==> src/rtl/cargador_bloque.sv <==
// cargador_bloque: loads a 12-byte block header and a 1-byte target from a
// byte stream, starts the miner and holds it until it reports a result or
// the cycle budget runs out, then keeps the result available until it is
// acknowledged. Every output comes straight from a register.
module cargador_bloque #(
   parameter int TIMEOUT = 100000
) (
   input  logic        clk,
   input  logic        reset,
   input  logic [7:0]  byte_in,
   input  logic        byte_valid,
   output logic        byte_ready,
   output logic        inicio,
   output logic [95:0] bloque_bytes,
   output logic [7:0]  target,
   input  logic        terminado,
   input  logic [23:0] hash,
   output logic [23:0] hash_out,
   output logic        hash_valid,
   input  logic        hash_ack,
   output logic [31:0] ciclos,
   output logic        expirado
);

   typedef enum logic [1:0] {
      RECIBIR  = 2'd0,
      MINAR    = 2'd1,
      ENTREGAR = 2'd2
   } estado_t;

   // Compared against ciclos+1, so it is kept one bit wider than ciclos.
   localparam logic [32:0] TIMEOUT_C = 33'(TIMEOUT);

   estado_t     r_state;
   estado_t     w_next;
   logic [3:0]  r_cnt;
   logic [95:0] r_bloque;
   logic [7:0]  r_target;
   logic [23:0] r_hash;
   logic [31:0] r_ciclos;
   logic        r_expirado;
   logic        r_byte_ready;
   logic        r_inicio;
   logic        r_hash_valid;
   logic [6:0]  w_lsb;
   logic [32:0] w_ciclos_inc;
   logic        w_timeout;

   // The first byte received ends up in the most significant byte.
   assign w_lsb        = 7'd88 - {r_cnt, 3'b000};
   assign w_ciclos_inc = {1'b0, r_ciclos} + 33'd1;
   assign w_timeout    = (w_ciclos_inc == TIMEOUT_C);

   // Next-state logic: the 13th byte starts mining, result or budget ends it,
   // acknowledge returns to loading.
   always_comb begin
      w_next = r_state;
      case (r_state)
         RECIBIR: begin
            if (byte_valid && (r_cnt == 4'd12)) begin
               w_next = MINAR;
            end else begin
               w_next = RECIBIR;
            end
         end
         MINAR: begin
            if (terminado || w_timeout) begin
               w_next = ENTREGAR;
            end else begin
               w_next = MINAR;
            end
         end
         ENTREGAR: begin
            if (hash_ack) begin
               w_next = RECIBIR;
            end else begin
               w_next = ENTREGAR;
            end
         end
         default: w_next = RECIBIR;
      endcase
   end

   // State register.
   always_ff @(posedge clk) begin
      if (reset) begin
         r_state <= RECIBIR;
      end else begin
         r_state <= w_next;
      end
   end

   // Datapath: byte capture, cycle counting, result capture and the
   // state-decoded handshake outputs (registered from the next state).
   always_ff @(posedge clk) begin
      if (reset) begin
         r_cnt        <= 4'd0;
         r_bloque     <= 96'd0;
         r_target     <= 8'd0;
         r_hash       <= 24'd0;
         r_ciclos     <= 32'd0;
         r_expirado   <= 1'b0;
         r_byte_ready <= 1'b1;
         r_inicio     <= 1'b0;
         r_hash_valid <= 1'b0;
      end else begin
         case (r_state)
            RECIBIR: begin
               if (byte_valid) begin
                  if (r_cnt == 4'd12) begin
                     r_target   <= byte_in;
                     r_cnt      <= 4'd0;
                     r_ciclos   <= 32'd0;
                     r_expirado <= 1'b0;
                  end else begin
                     r_bloque[w_lsb +: 8] <= byte_in;
                     r_cnt                <= r_cnt + 4'd1;
                  end
               end
            end
            MINAR: begin
               if (r_ciclos != 32'hFFFF_FFFF) begin
                  r_ciclos <= r_ciclos + 32'd1;
               end
               // A result on the budget's last cycle wins over the timeout.
               if (terminado) begin
                  r_hash <= hash;
               end else if (w_timeout) begin
                  r_hash     <= 24'd0;
                  r_expirado <= 1'b1;
               end
            end
            ENTREGAR: begin
               r_cnt <= 4'd0;
            end
            default: begin
               r_cnt <= 4'd0;
            end
         endcase
         r_byte_ready <= (w_next == RECIBIR);
         r_inicio     <= (w_next == MINAR);
         r_hash_valid <= (w_next == ENTREGAR);
      end
   end

   assign byte_ready   = r_byte_ready;
   assign inicio       = r_inicio;
   assign bloque_bytes = r_bloque;
   assign target       = r_target;
   assign hash_out     = r_hash;
   assign hash_valid   = r_hash_valid;
   assign ciclos       = r_ciclos;
   assign expirado     = r_expirado;

endmodule
==> config.mk <==
export PLATFORM = sky130hd
export DESIGN_NAME = cargador_bloque
export DESIGN_NICKNAME = d
export VERILOG_FILES = /design/src/rtl/cargador_bloque.sv
export SDC_FILE = /design/constraint.sdc
export NUM_CORES = 1
export LEC_CHECK = 0
export ABC_AREA = 1
export CAP_MARGIN = 20
export CELL_PAD_IN_SITES_DETAIL_PLACEMENT = 2
export CELL_PAD_IN_SITES_GLOBAL_PLACEMENT = 2
export CORE_MARGIN = 2
export CORE_UTILIZATION = 26
export DETAILED_ROUTE_END_ITERATION = 10
export MAX_ROUTING_LAYER = met4
export PLACE_DENSITY_LB_ADDON = 0.1
export SLEW_MARGIN = 20
export SYNTH_ARGS = -nofsm -noshare
export SYNTH_HDL_FRONTEND = slang
export SYNTH_SLANG_ARGS = --single-unit
==> constraint.sdc <==
create_clock -name clk -period 3.3 [get_ports clk]
set_input_delay 0.33 -clock clk [delete_from_list [all_inputs] [get_ports clk]]
set_output_delay 0.33 -clock clk [all_outputs]
set_load 0.01 [all_outputs]
==> results_dict.tcl, run 1 <==
set metrics [dict create \
    cts_buffer_depth 2 \
    synthesis.nets 1056 \
    worst_ep_required_time_ns 3.61 \
    insertion_delay_ns 0.44 \
    power_leakage_nw 3.835 \
    maxSlewViolCount 0 \
    area_growth_pct 42.02 \
    grt_setup_unrepaired "false" \
    drive_gt1_share_pct 6.393 \
    io_pins 201 \
    finalHoldViolations 0 \
    grt_pass1_vias 8072 \
    pre_cts_slack_ns 0.6256 \
    cts-buffers-inserted 17 \
    synth_area_leader_cell "dfxtp_1" \
    grt_pass1_wl_um 45200 \
    yosysTopAreaCellShare_pct 46.35 \
    initial_core_util_pct 26.43 \
    syn-cell-area_sq_um 7343 \
    io_buffers 200 \
    worst_pin_slew_ns 0.8394 \
    worst_hold_path_type "primary input to flop" \
    cts_tree "yes" \
    numPlacedInstances 1566 \
    arrival_ns 2.93 \
    nFillCells 3246 \
    clk_pin_slew_ns 0.07 \
    setup_viol 0 \
    dp_hpwl_um 20780 \
    seq_area_frac_synth_pct 46.35 \
    critPathMaxFanout 16 \
    cts_resized 0 \
    cts_setup_buffers 0 \
    gp_congestion 0.7657 \
    irDropWorstVdd_mv 0.2429 \
    cts_hold_buf 0 \
    finalNonFillerCells 1599 \
    wl_per_cell_um 17.96 \
    slowest_delay_ns 0.55 \
    synthCells 1012 \
    end_kind "flop" \
    fin_skew_ns 0.01539 \
    slowest_stage "dfxtp_1" \
    ys_ff_latch 170 \
    htree_num_levels 4 \
    synth_area_leaders "dfxtp_1 (46%), nand2_1 (11%), a21oi_1 (9.1%)" \
    die_h_um 172.1 \
    seq_area_sq_um 3403 \
    drv_cap 0 \
    ant_nets 0 \
    cts.sinks 170 \
    drt_wl_total_um 28720 \
    power_density_nw_per_um2 443.9 \
    cts_root_buffer "clkbuf_16" \
    status "complete, no violations" \
    ys.warnings.count 0 \
    hold_ws_ns 0.2398 \
    drc 0 \
    synth_cell_types 33 \
    dieArea_sq_um 29600 \
    final_core_util_pct 37.54 \
    viasPerCell 4.698 \
    multi_input_area_sq_um 3390 \
    fin_nets 1251 \
    fin_setup_tns_ns 0 \
    period_share_pct 79.61 \
    postSynthAreaPerCell_sq_um 7.256 \
    crit_type "flop to flop" \
    worst_slack_ns 0.6728 \
    startpoint_type "flop" \
    fmax_mhz 380.6 \
    grt_usage_pct 20.41 \
    crit_chain "inv_1 > ha_1 > inv_1 > buf_4 > nor2_1 > inv_1 > nor2_1 > nand3_1 > o21ai_0 > a21oi_1" \
    coreArea_sq_um 27780 \
    row_count 61 \
    first_iter_violations 245 \
    maxSlewHeadroom_pct 44.04 \
    period_needed_ns 2.627 \
    path_common_cell "inv_1" \
    num_vias 7512 \
    first_pass_iters 5 \
    grt_max_degree 72 \
    antenna_found_initial 1 \
    dieWidth_um 172.1 \
    grt_overflow 0 \
]
-- critical path: cells and delay by family, from the launching register on --
family	cells	cell delay [ns]
adders and majority gates	1	0.35
and+or+nand+nor	3	0.66
buffers and inverters	4	0.49
DFF	1	0.55
AOI/OAI and AO/OA	2	0.43
-- registers in the layout, indices dropped and copies added, names as in the netlist --
signal and flops:
bloque_bytes 96, ciclos 32, hash_out 24, target 8
r_cnt 4, r_state 2, byte_ready 1, expirado 1
hash_valid 1, inicio 1
-- path summary, 6_finish.rpt --
path	from	to	slack, ns	cells after the start
min reg2reg	bloque_bytes[80]$_SDFFE_PP0P_	bloque_bytes[80]$_SDFFE_PP0P_	0.45	2
min	reset	byte_ready$_SDFF_PP1_	0.24	3
max	r_cnt[0]$_SDFFE_PP0P_	bloque_bytes[16]$_SDFFE_PP0P_	0.67	10
max reg2reg	r_cnt[0]$_SDFFE_PP0P_	bloque_bytes[16]$_SDFFE_PP0P_	0.67	10
-- metrics by stage --
stage	power, W	instance area, sq um
floorplan	0.002339	7343
global placement	0.002554	9797
detailed placement	0.002560	9797
CTS	0.004703	10430
global route	0.004820	10430
finish	0.004629	10430
-- power by group --
group	internal [W]	total (W)	switching, W
Combinational	0.000160	0.000392	0.000232
Clock	0.00106	0.00212	0.00106
Sequential	0.00209	0.00212	0.0000285
Total	0.00331	0.00463	0.00132
-- metal layers --
layer	GRT usage [%]	vias to the layer above	share of wire [%]
met5	-	-	0
met4	5.882	0	1.6
met3	3.250	25	2.6
met2	36.76	105	53
met1	23.40	3674	43
li1	-	3708	-
-- cells in the final DEF, fill, tap and decap left out, drive strengths merged --
cell type / count
nor4: 5
o21bai: 1
inv: 101
nand4: 7
nand3: 34
nand2: 225
dfxtp: 170
nor3b: 1
a22oi: 1
ha: 7
a21oi: 133
clkdlybuf4s50: 199
xor2: 5
nor2: 126
a31oi: 4
a211oi: 22
nor3: 17
buf: 23
clkinv: 8
and2: 1
diode: 1
nand3b: 9
o211a: 1
o31ai: 1
xnor2: 3
o21ai: 98
clkbuf: 18
-- cells in the mapped netlist (all sizes together) --
library cell	n
nand2	225
dfxtp	170
a21oi	133
nor2	126
o21ai	98
inv	94
clkbuf	37
nand3	34
a211oi	22
nor3	17
buf	9
nand3b	9
ha	7
nand4	7
nor4	5
xor2	5
a31oi	4
xnor2	3
a22oi	1
and2	1
clkinv	1
nor3b	1
o211a	1
o21bai	1
o31ai	1
-- cells by family after synthesis --
kind of cell	Yosys count	synth area share [%]
flops	170	46.35
simple gates	425	25.23
compound gates	261	18.78
xor+xnor	8	0.9542
buf+inv	141	7.497
fa+ha+maj	7	1.193
-- cell type report --
type                    count  share of cell area (%)
clock inverters            14                   1.824
inverters                  95                   3.419
repair buffers            222                   20.85
flip-flops and latches    170                   32.63
clock buffers              18                   4.211
diodes                      1                 0.02400
well taps                 378                   4.535
multi-input cells         701                   32.50
Note: power is estimated with default switching activity, not from simulation.
==> run 2: changes to the inputs <==
--- a/config.mk
+++ b/config.mk
@@ -10,7 +10,7 @@
 export CELL_PAD_IN_SITES_DETAIL_PLACEMENT = 2
 export CELL_PAD_IN_SITES_GLOBAL_PLACEMENT = 2
 export CORE_MARGIN = 2
-export CORE_UTILIZATION = 26
+export CORE_UTILIZATION = 24
 export DETAILED_ROUTE_END_ITERATION = 10
 export MAX_ROUTING_LAYER = met4
 export PLACE_DENSITY_LB_ADDON = 0.1
==> constraint.sdc (replaced) <==
create_clock -name clk -period 2.4 [get_ports clk]
set_input_delay 0.24 -clock clk [delete_from_list [all_inputs] [get_ports clk]]
set_output_delay 0.24 -clock clk [all_outputs]
set_load 0.01 [all_outputs]
==> run 2 against run 1 <==
  * First-iteration DRC count rose by 6.9%
  * Wire length increased by 5.0%
  * Final cell count is 4.6% higher
  * Combinational power increased by 47%
  * Sequential power up 37%
  * Non-clock buffer count increased by 53
  * Sequential share of layout area down 1.8 points
  * Clock skew fell by 0.0053 ns
  * Clock power increased by 41%
  * Via count rose by 3.0%
  * Register-to-register slack got worse by 0.64 ns
  * Critical endpoint is now hash_out[1]$_SDFFE_PP0P_
  * Largest cell class is now multi-input combinational cells
==> results_dict.tcl, run 2 (synthesis results as in run 1) <==
set metrics [dict create \
    power_leakage_nw 4.177 \
    grt_max_degree 72 \
    antenna_found_initial 1 \
    wl_per_cell_um 18.02 \
    grt_overflow 0 \
    row_count 64 \
    layout_commonest_cell "nand2_1" \
    grt_pass1_vias 8350 \
    insertion_delay_ns 0.44 \
    hold_end "byte_ready$_SDFF_PP1_" \
    arrival_ns 2.65 \
    drc 0 \
    layout_common_cells "nand2_1 (201), clkdlybuf4s50_1 (199), dfxtp_1 (149), a21oi_1 (130), nor2_1 (100)" \
    worst_hold_path_type "primary input to flop" \
    total_power_w 0.006466 \
    die_h_um 178.9 \
    viasPerCell 4.624 \
    initial_core_util_pct 24.20 \
    grt_pass1_wl_um 47290 \
    rrSetupSlack_ns 0.03 \
    cts_tree "yes" \
    slowest_stage "dfxtp_2" \
    grt_usage_pct 19.82 \
    grt_setup_unrepaired "true" \
    numPlacedInstances 1623 \
    r2r_cells 16 \
    critPathMaxFanout 7 \
    period_share_pct 98.64 \
    power_density_nw_per_um2 579.4 \
    first_pass_iters 4 \
    dp_hpwl_um 21640 \
    crit_chain "buf_6 > clkinvlp_4 > nor2_8 > nand2_4 > nor2_4 > nand2_1 > nand2_1 > nand2_2 > nor2_2 > nand2_1 > nor2_1 > nand3_2 > nand2_8 > nand2_8 > nand2_2 > a21oi_1" \
    dr_wl_met3_um 949 \
    r2r-end "hash_out[1]$_SDFFE_PP0P_" \
    startpoint_type "flop" \
    slowest_delay_ns 0.36 \
    drive_gt1_share_pct 15.28 \
    dieWidth_um 178.9 \
    drt_wl_total_um 30150 \
    dieArea_sq_um 32010 \
    cts-buffers-inserted 17 \
    largest_register_ffs 96 \
    io_pins 201 \
    clk_pin_slew_ns 0.08 \
    cts_hold_buf 0 \
    wl_met1_um 12890 \
    ant_nets 0 \
    num_vias 7736 \
    end_kind "flop" \
    fmax_mhz 422.4 \
    coreArea_sq_um 30350 \
    htree_num_levels 4 \
    wl_met2_um 15830 \
    worst_pin_slew_ns 0.8810 \
    area_growth_pct 51.97 \
    r2r-start "ciclos[0]$_SDFFE_PP0P_" \
    cts_root_buffer "clkbuf_16" \
    crit_type "flop to flop" \
    finalHoldViolations 0 \
    worstHoldStart "reset" \
    period_needed_ns 2.367 \
    io_buffers 200 \
    worst_ep_required_time_ns 2.68 \
    finalNonFillerCells 1673 \
    first_iter_violations 262 \
    top_layer "met4" \
    irDropWorstVdd_mv 0.3534 \
    setup_viol 0 \
    fin_skew_ns 0.01011 \
    drv_cap 0 \
    cts.sinks 170 \
    maxSlewHeadroom_pct 41.27 \
    path_common_cell "nand2_1" \
    status "complete, no violations" \
    cts_buffer_depth 2 \
    gp_congestion 0.7793 \
    hold_depth 3 \
    maxSlewViolCount 0 \
    fin_nets 1307 \
]
-- run 2: cell types whose count changed in the layout (fill, tap and decap cells not counted), sizes merged --
cell	delta
nand2	+3
bufinv	+2
clkbuf	-1
clkinvlp	+3
buf	+53
clkinv	-4
-- run 2: what timing repair did --
action | CTS | global route
setup endpoints to repair | 32 | 114
pin swaps | 5 | 20
buffers inserted | 4 | 10
cloned | 2 | 1
resized for setup | 14 | 72
endpoints found under the hold margin | 0 | 0
-- run 2: layout make-up --
type / count / area, sq um
Fill cell: 3462 / 19190
Clock buffer: 17 / 425.4
Multi-Input combinational cell: 704 / 3626
Timing Repair Buffer: 275 / 2609
Inverter: 95 / 364.1
Clock inverter: 15 / 197.7
Antenna cell: 1 / 2.502
Tap cell: 396 / 495.5
Sequential cell: 170 / 3440
-- run 2: worst max path at each step --
stage                                        from                       endpoint  slack (ns)  cells past startpoint
after floorplan             r_cnt[0]$_SDFFE_PP0P_  bloque_bytes[45]$_SDFFE_PP0P_        0.02                     13
after global placement    ciclos[18]$_SDFFE_PP0P_      hash_out[20]$_SDFFE_PP0P_       -0.09                     15
after detailed placement  ciclos[18]$_SDFFE_PP0P_          byte_ready$_SDFF_PP1_       -0.12                     15
after CTS                 ciclos[10]$_SDFFE_PP0P_      hash_out[14]$_SDFFE_PP0P_        0.01                     15
after global routing       ciclos[0]$_SDFFE_PP0P_       hash_out[1]$_SDFFE_PP0P_       -0.13                     16
final                      ciclos[0]$_SDFFE_PP0P_       hash_out[1]$_SDFFE_PP0P_        0.03                     16
-- run 2: critical path: cells and delay by family, from the launching register on --
kind,cells,cell delay (ns)
simple gates,13,1.55
flops,1,0.36
buf+inv,2,0.23
compound gates,1,0.06
-- run 2: metrics by stage --
stage / TNS, ns / utilization [%] / worst slack, ns / hold WS, ns / cell area, sq um
after floorplan: 0 / - / 0.01720 / 0.3886 / 7346
after global placement: -2.149 / 33.40 / -0.08982 / 0.4328 / 10140
after detailed placement: -2.837 / 33.40 / -0.1225 / 0.4465 / 10140
after CTS: 0 / 35.78 / 0.01338 / 0.3449 / 10860
after global routing: -3.178 / 36.77 / -0.1339 / 0.3545 / 11160
final: 0 / 36.77 / 0.03262 / 0.3545 / 11160
-- run 2: layer usage --
| metal | vias to the layer above | global-route usage, % |
|---|---|---|
| li1 | 3819 | - |
| met3 | 27 | 3.711 |
| met2 | 110 | 34.94 |
| met4 | 0 | 5.386 |
| met1 | 3780 | 22.97 |
| met5 | - | - |
-- run 2: report_power, final --
part,leakage [nW],switching [W],internal [W]
sequential,1.38,0.0000309,0.00287
clock,0.303,0.00139,0.00160
combinational,2.49,0.000336,0.000239
total,4.18,0.00176,0.00471
